[config.mk]
export PLATFORM = sky130hd
export DESIGN_NAME = pe_out_collector
export DESIGN_NICKNAME = d
export VERILOG_FILES = /design/src/rtl/pe_collector_pkg.sv /design/src/rtl/pe_collector_fifo.sv /design/src/rtl/pe_out_collector.sv
export SDC_FILE = /design/constraint.sdc
export NUM_CORES = 1
export LEC_CHECK = 0
export ABC_AREA = 1
export BUFFER_PORTS_ARGS = -buffer_cell sky130_fd_sc_hd__buf_4
export CORE_ASPECT_RATIO = 1.4
export CORE_UTILIZATION = 35
export CTS_BUF_LIST = sky130_fd_sc_hd__clkbuf_4 sky130_fd_sc_hd__clkbuf_8 sky130_fd_sc_hd__clkbuf_16
export CTS_CLUSTER_SIZE = 16
export DETAILED_ROUTE_END_ITERATION = 8
export MAX_ROUTING_LAYER = met4
export SYNTH_ARGS = -nofsm -noshare
export SYNTH_HDL_FRONTEND = slang
export SYNTH_SLANG_ARGS = --single-unit
[constraint.sdc]
create_clock -name clk -period 6.2 [get_ports clk]
set_clock_uncertainty 0.2 [all_clocks]
set_input_delay 0.31 -clock clk [delete_from_list [all_inputs] [get_ports clk]]
set_output_delay 0.31 -clock clk [all_outputs]
set_load 0.005 [all_outputs]
[src/rtl/pe_collector_pkg.sv]
// Shared widths and the buffered result record for the PE mesh output collector.
package pe_collector_pkg;

  localparam int unsigned D_WIDTH    = 20;
  localparam int unsigned ID_WIDTH   = 3;
  localparam int unsigned ROWS_WIDTH = 8;

  typedef struct packed {
    logic [D_WIDTH-1:0]  d;
    logic [ID_WIDTH-1:0] id;
    logic                last;
    logic                propagate;
  } pe_result_t;

endpackage

[src/rtl/pe_collector_fifo.sv]
// Synchronous FIFO of PE results. Pointers wrap modulo DEPTH; count is kept
// separately (0..DEPTH). The caller never pops when empty and only pushes
// into a full FIFO together with a pop.
module pe_collector_fifo import pe_collector_pkg::*; #(
  parameter int unsigned DEPTH = 8,
  parameter type entry_t = pe_result_t
) (
  input  logic                   clk,
  input  logic                   rst,
  input  logic                   push,
  input  logic                   pop,
  input  entry_t                 wdata,
  output entry_t                 rdata,
  output logic                   full,
  output logic                   empty,
  output logic [$clog2(DEPTH):0] count
);

  localparam int unsigned PTR_W = $clog2(DEPTH);
  localparam int unsigned CNT_W = PTR_W + 1;

  entry_t             mem [DEPTH];
  logic [PTR_W-1:0]   wr_ptr;
  logic [PTR_W-1:0]   rd_ptr;
  logic [CNT_W-1:0]   count_q;

  // Storage array: written on push only, no reset needed (egress is gated).
  always_ff @(posedge clk) begin
    if (push) begin
      mem[wr_ptr] <= wdata;
    end
  end

  // Pointer and occupancy bookkeeping.
  always_ff @(posedge clk) begin
    if (rst) begin
      wr_ptr  <= '0;
      rd_ptr  <= '0;
      count_q <= '0;
    end else begin
      if (push) begin
        wr_ptr <= wr_ptr + PTR_W'(1);
      end
      if (pop) begin
        rd_ptr <= rd_ptr + PTR_W'(1);
      end
      if (push && !pop) begin
        count_q <= count_q + CNT_W'(1);
      end else if (pop && !push) begin
        count_q <= count_q - CNT_W'(1);
      end
    end
  end

  assign rdata = mem[rd_ptr];
  assign full  = (count_q == CNT_W'(DEPTH));
  assign empty = (count_q == '0);
  assign count = count_q;

endmodule

[src/rtl/pe_out_collector.sv]
// Bottom-row PE mesh collector: buffers the valid-only PE result stream into a
// FIFO and presents it as a ready/valid stream, with free-slot reporting,
// per-tile row counting and sticky overflow / dataflow-error flags.
// Optional feature macro: PE_COLLECTOR_BAD_DATAFLOW_EN (drop and flag inputs
// carrying bad_dataflow; when undefined the flag input is ignored).
module pe_out_collector #(
  parameter int unsigned DEPTH      = 8,
  parameter int unsigned D_WIDTH    = pe_collector_pkg::D_WIDTH,
  parameter int unsigned ID_WIDTH   = pe_collector_pkg::ID_WIDTH,
  parameter int unsigned ROWS_WIDTH = pe_collector_pkg::ROWS_WIDTH
) (
  input  logic                    clk,
  input  logic                    rst,
  input  logic                    in_input_payload_discriminant,
  input  logic [D_WIDTH-1:0]      in_input_payload_Some_0_d,
  input  logic [ID_WIDTH-1:0]     in_input_payload_Some_0_id,
  input  logic                    in_input_payload_Some_0_last,
  input  logic                    in_input_payload_Some_0_control_propagate_discriminant,
  input  logic                    in_input_payload_Some_0_bad_dataflow,
  output logic                    out_output_payload_discriminant,
  output logic [D_WIDTH-1:0]      out_output_payload_Some_0_d,
  output logic [ID_WIDTH-1:0]     out_output_payload_Some_0_id,
  output logic                    out_output_payload_Some_0_last,
  output logic                    out_output_payload_Some_0_propagate,
  input  logic                    out_output_resolver_ready,
  output logic [$clog2(DEPTH):0]  out_free_slots,
  output logic                    out_tile_done,
  output logic [ID_WIDTH-1:0]     out_tile_done_id,
  output logic [ROWS_WIDTH-1:0]   out_tile_rows,
  output logic                    out_overflow,
  output logic                    out_bad_dataflow
);

  localparam int unsigned CNT_W = $clog2(DEPTH) + 1;

  typedef struct packed {
    logic [D_WIDTH-1:0]  d;
    logic [ID_WIDTH-1:0] id;
    logic                last;
    logic                propagate;
  } entry_t;

  entry_t             wdata;
  entry_t             head;
  logic               full;
  logic               empty;
  logic [CNT_W-1:0]   fifo_count;
  logic [CNT_W-1:0]   count_next;
  logic               in_valid;
  logic               blocked;
  logic               push;
  logic               pop;
  logic               egress_valid;
  logic [ROWS_WIDTH-1:0] rows_cnt;
  logic [ROWS_WIDTH-1:0] rows_inc;
  logic               overflow_q;
  logic               bad_q;
  logic [CNT_W-1:0]   free_q;
  logic               tile_done_q;
  logic [ID_WIDTH-1:0]   tile_id_q;
  logic [ROWS_WIDTH-1:0] tile_rows_q;

  assign in_valid = in_input_payload_discriminant;
  assign wdata    = '{d:         in_input_payload_Some_0_d,
                      id:        in_input_payload_Some_0_id,
                      last:      in_input_payload_Some_0_last,
                      propagate: in_input_payload_Some_0_control_propagate_discriminant};

`ifdef PE_COLLECTOR_BAD_DATAFLOW_EN
  assign blocked = in_valid & in_input_payload_Some_0_bad_dataflow;
`else
  logic unused_bad_dataflow;
  assign unused_bad_dataflow = in_input_payload_Some_0_bad_dataflow;
  assign blocked = 1'b0;
`endif

  // Egress valid only depends on stored state, so push-at-empty never pops.
  assign egress_valid = ~empty;
  assign pop          = egress_valid & out_output_resolver_ready;
  assign push         = in_valid & ~blocked & ~rst & (~full | pop);

  pe_collector_fifo #(
    .DEPTH   (DEPTH),
    .entry_t (entry_t)
  ) u_fifo (
    .clk   (clk),
    .rst   (rst),
    .push  (push),
    .pop   (pop),
    .wdata (wdata),
    .rdata (head),
    .full  (full),
    .empty (empty),
    .count (fifo_count)
  );

  // Occupancy after this cycle's push/pop, used for the registered free count.
  always_comb begin
    count_next = fifo_count;
    if (push && !pop) begin
      count_next = fifo_count + CNT_W'(1);
    end else if (pop && !push) begin
      count_next = fifo_count - CNT_W'(1);
    end
  end

  assign rows_inc = (rows_cnt == {ROWS_WIDTH{1'b1}}) ? rows_cnt : rows_cnt + ROWS_WIDTH'(1);

  // Free-slot report and sticky error flags.
  always_ff @(posedge clk) begin
    if (rst) begin
      free_q     <= CNT_W'(DEPTH);
      overflow_q <= 1'b0;
      bad_q      <= 1'b0;
    end else begin
      free_q <= CNT_W'(DEPTH) - count_next;
      if (in_valid && !blocked && full && !pop) begin
        overflow_q <= 1'b1;
      end
      if (blocked) begin
        bad_q <= 1'b1;
      end
    end
  end

  // Row counter and tile-completion register; a last=1 pop closes the tile.
  always_ff @(posedge clk) begin
    if (rst) begin
      rows_cnt    <= '0;
      tile_done_q <= 1'b0;
      tile_id_q   <= '0;
      tile_rows_q <= '0;
    end else begin
      tile_done_q <= 1'b0;
      if (pop) begin
        if (head.last) begin
          tile_done_q <= 1'b1;
          tile_id_q   <= head.id;
          tile_rows_q <= rows_inc;
          rows_cnt    <= '0;
        end else begin
          rows_cnt <= rows_inc;
        end
      end
    end
  end

  assign out_output_payload_discriminant     = egress_valid;
  assign out_output_payload_Some_0_d         = egress_valid ? head.d : '0;
  assign out_output_payload_Some_0_id        = egress_valid ? head.id : '0;
  assign out_output_payload_Some_0_last      = egress_valid & head.last;
  assign out_output_payload_Some_0_propagate = egress_valid & head.propagate;
  assign out_free_slots                      = free_q;
  assign out_tile_done                       = tile_done_q;
  assign out_tile_done_id                    = tile_id_q;
  assign out_tile_rows                       = tile_rows_q;
  assign out_overflow                        = overflow_q;
  assign out_bad_dataflow                    = bad_q;

endmodule

Word-level counts from Yosys, hierarchy flattened:

Memory sizes are Yosys's and may differ from the RTL's. A register that Yosys moved wholly into a read port is not among the register bits.
Index checks and enable logic that the tools add are counted.

* bitwise gates (word level): 10
* $add $sub $neg: 6
* equality and inequality tests: 2
* multiplexer cells: 11
* reduce and logical (&&, ||, !) cells: 9

Operators by type and width (count)
* 2-to-1 mux 20 bit: 1
* 2-to-1 mux 8 bit: 2
* 2-to-1 mux 3 bit: 3
* adder 8 x 1 -> 8 bit (second input constant): 1
* equality test 8 bit (second input constant): 1
* 2-to-1 mux 4 bit: 2
* adder 3 x 1 -> 3 bit (second input constant): 2
* AND 1 bit: 5
* adder 4 x 1 -> 4 bit (second input constant): 1
* equality test 4 bit (second input constant): 1
* logical AND 1 bit: 4
* zero test 4 bit: 1
* NOT 1 bit: 4
* subtractor 4 x 1 -> 4 bit (second input constant): 1
* subtractor 4 bit (first input constant): 1
* 2-to-1 mux 1 bit: 3
* zero test 1 bit: 2
* AND reduction 2 bit: 1
* OR reduction 2 bit: 1
* bitwise OR 1 bit: 1

* memories kept: 1
* bits of input ports: 30
* output and inout port bits: 44
* RAM bits: 200
* word-level logic and storage cells: 48
* register bits: 35

Memories
* u_fifo.mem: depth 8, width 25, rd ports 1, clocked after Yosys merged registers in 1, write ports 1, line pe_collector_fifo.sv:22 `entry_t mem [DEPTH];`

Depth between registers and ports, before layout:

* word-level depth: 10
* depth in mapped cells: 13
* gate-level depth less buffers: 13

Hierarchy:

From an unflattened synthesis, not the netlist that was laid out.

* cells, all modules: 1001
* area, all modules: 10213.5 um2

By module, submodules not included
* pe_collector_fifo: cells each 751, sequential area each 6266.0 um2, instances 1, area each 8629.5 um2
* pe_out_collector: cells each 250, sequential area each 500.5 um2, instances 1, area each 1584.0 um2

Worst setup path after synthesis:

OpenSTA, ideal clock, no wires.

* path type: reg-to-reg
* start: register out_free_slots[0] (netlist name)
* end: memory u_fifo.mem[0][0] (netlist name) (enable)
* setup time: 0.407 ns
* required time: 5.593 ns
* buffers on the path: 0
* period minus slack after synthesis: 2.817 ns
* stages on the path, launching flop included: 8
* setup slack: 3.383 ns
* data arrival time: 2.210 ns
* cells stage by stage: dfxtp_1 > inv_1 > ha_1 > nand3_1 > nand2_1 > inv_1 > nand2_1 > nor2_1

RTL lines (line)
* end, declared: pe_collector_fifo.sv:22

==> metrics.txt <==
Nets=952; WP depth=8; Register-to-Register Path Depth=9; Final Setup Violations=0; leak pwr=4.06 nW; Slowest cell on crit path=dfxtp_2; CTS tree=yes; buffers inserted during post-CTS setup optimization=0; most common cell after layout, fill and taps aside=edfxtp_1; Post-Syn Area per Cell=11.5 um^2; VDD IR max=0.166 mV; Core Rows=71; post-CTS sizing=0; top-area cell type share of the netlist area=0.631; Die ar.=27900 um^2; Post-Syn Area=9530 um^2; first-pass GRT wire length=32400 um; Area growth, synth to finish=19.9%; die width=141 um; Buffers on Ports=71; Final ANT Viol Nets=0; I/O pin count=74; Power Dens Cells=366 nW/um^2; Clock transition at path regs=0.06 ns; Placed Area=10400 um^2; outcome=finished, final reports clean; GRT overflow=0; RSZ-0062 raised after global routing=no; 1st-iter DRT viols=342; CP Class=reg2out; clk sinks=237; Clock Tree Root=clkbuf_16; r2r setup slk=3.31 ns; R2R Path End=out_tile_done_id[1]; WP data arrival=2.91 ns; worst-path cell chain=buf_4 > o21ai_0 > o22ai_1 > inv_1 > o21ai_1 > inv_1 > nor2_1 > buf_4; fin crit share=0.552; Post-Syn Instances=825; worst-case clock buffer depth=3; Post-Place Setup Slack=3.27 ns; routed len/inst=16.0 um; # H-tree levels=1; Seq cells post-synth=237; WL final=20800 um; final hold viol count=0; via count=6272; max incr delay on CP=0.77 ns; effective utilization at floorplan=0.355; Max-Cap Viols=0; setup slack after layout=2.78 ns; Worst Path Buf+Inv=4; crit-path leading delay family=buffers and inverters; Worst EP required=5.69 ns; Slew HR=0.262; measured slew at the worst slew-check pin=1.11 ns; syn_nets=861; Final Cell Area=11400 um^2; DR pass1 iterations=5; YS warnings=0; CP Max Fanout=64; Via density=4.83; most frequent cells in the layout=edfxtp_1 (200), nor2_1 (161), o21ai_0 (103), buf_4 (84), nand2_1 (76); share of cells above drive strength 1=0.160; CP Capture Type=output pin; crit start category=flip-flop; CTS Buf Count=24; final setup TNS=0 ns; die height=197 um; hold path start=out_output_resolver_ready; RD Place Congestion=0.799; library cells used by synthesis=31; core area=26800 um^2; post-synthesis sequential area ratio=0.708; Worst-Skew Late Latency=0.51 ns; synth top area cells=edfxtp_1 (63%), dfxtp_1 (7.8%), nor2_1 (6.7%); Remaining DRCs=0; Hold Crit Class=in2reg; fmax=292 MHz; vias in the first global route=5961; initial antenna violation count=1; Detail Placement HPWL=11200 um; min cycle time layout=3.42 ns; GRT Total Usage=0.154; CP Capture Point=out_output_payload_Some_0_id[1]; Final Max Tran Viols=0; Synth area leader=edfxtp_1; pin count of the biggest net entering global routing=65
[cell type report]
class                   count  area, um^2
repair buffers            112         911
clock buffers              29         656
well taps                 365         457
flip-flops and latches    237        6750
fillers                  2533       15400
diodes                      1        2.50
inverters                  35         131
multi-input cells         506        2440
clock inverters            13        68.8
[registers in the layout, indices dropped and copies added, names as in the netlist, named ones only]
name	cells
out_overflow	1
u_fifo.wr_ptr	3
out_tile_rows	8
out_free_slots	4
rows_cnt	8
u_fifo.rd_ptr	3
u_fifo.count	3
out_tile_done_id	3
out_tile_done	1
u_fifo.mem	200
[per-stage QoR]
stage | total power, mW | utilization | std cells | hold slack (ns)
after floorplan | 2.49 | - | 825 | 0.209
after global placement | 2.87 | 0.388 | 1227 | 0.245
after detailed placement | 2.88 | 0.388 | 1227 | 0.249
after CTS | 4.23 | 0.426 | 1297 | 0.0366
after global routing | 4.40 | 0.426 | 1298 | 0.0648
final | 4.18 | 0.426 | 1298 | 0.0528
[power by group]
part / internal, mW / switching (mW)
Sequential: 1.78 / 0.0461
Combinational: 0.388 / 0.632
Clock: 0.752 / 0.579
[logic make-up after synthesis]
kind of cell / share of synthesized area
compound gates: 0.118
xor+xnor: 0.00644
fa+ha+maj: 0.00788
buf+inv: 0.0372
flops: 0.708
other cells: 0.000394
simple gates: 0.122
[tightest hold or removal path, delay by kind of cell]
kind | cells | cell delay [ns]
and+or+nand+nor | 2 | 0.21
buffers and inverters | 1 | 0.14
AOI/OAI and AO/OA | 1 | 0.06
[how the worst min path moves through the flow]
| stage | to | slack [ns] | cells after the start |
|---|---|---|---|
| 2_1_floorplan | u_fifo.mem[0][0] | 0.21 | 0 |
| 4_1_cts | rows_cnt[2] | 0.04 | 4 |
| 6_report | rows_cnt[6] | 0.05 | 4 |
| 3_5_place_dp | out_overflow | 0.25 | 2 |
| 5_1_grt | rows_cnt[0] | 0.06 | 4 |
| 3_3_place_gp | out_overflow | 0.25 | 2 |
[Yosys cell counts]
library cell  count
a21oi_1          28
and3_1            1
buf_1             1
buf_2            11
buf_4             6
buf_6             1
clkbuf_1         26
clkbuf_2          2
conb_1            1
dfxtp_1          37
edfxtp_1        200
ha_1              6
inv_1            29
inv_2             6
nand2_1          76
nand2_2           3
nand2_4           2
nand3_1          21
nand3_2           2
nand3_4           1
nand4_1           4
nand4_2           1
nor2_1          169
nor2_2            1
nor3_1            2
o211ai_2          2
o21ai_0         103
o21ai_1          28
o22ai_1          48
xnor2_1           4
xor2_1            3
[metal layers]
| layer | part of all wire | routed length [um] | GRT usage | vias up |
|---|---|---|---|---|
| met5 | 0 | 0 | - | - |
| met4 | 0.022 | 461 | 0.0462 | 0 |
| met3 | 0.050 | 1040 | 0.0240 | 33 |
| met2 | 0.49 | 10300 | 0.265 | 150 |
| met1 | 0.43 | 9000 | 0.187 | 2981 |
| li1 | - | - | - | 3108 |
[timing repair]
item,4_1_cts,5_1_grt
endpoints found under the hold margin,225,0
hold buffers,28,0
endpoints found under the setup margin,0,0
Note: power is estimated with default switching activity, not from simulation.
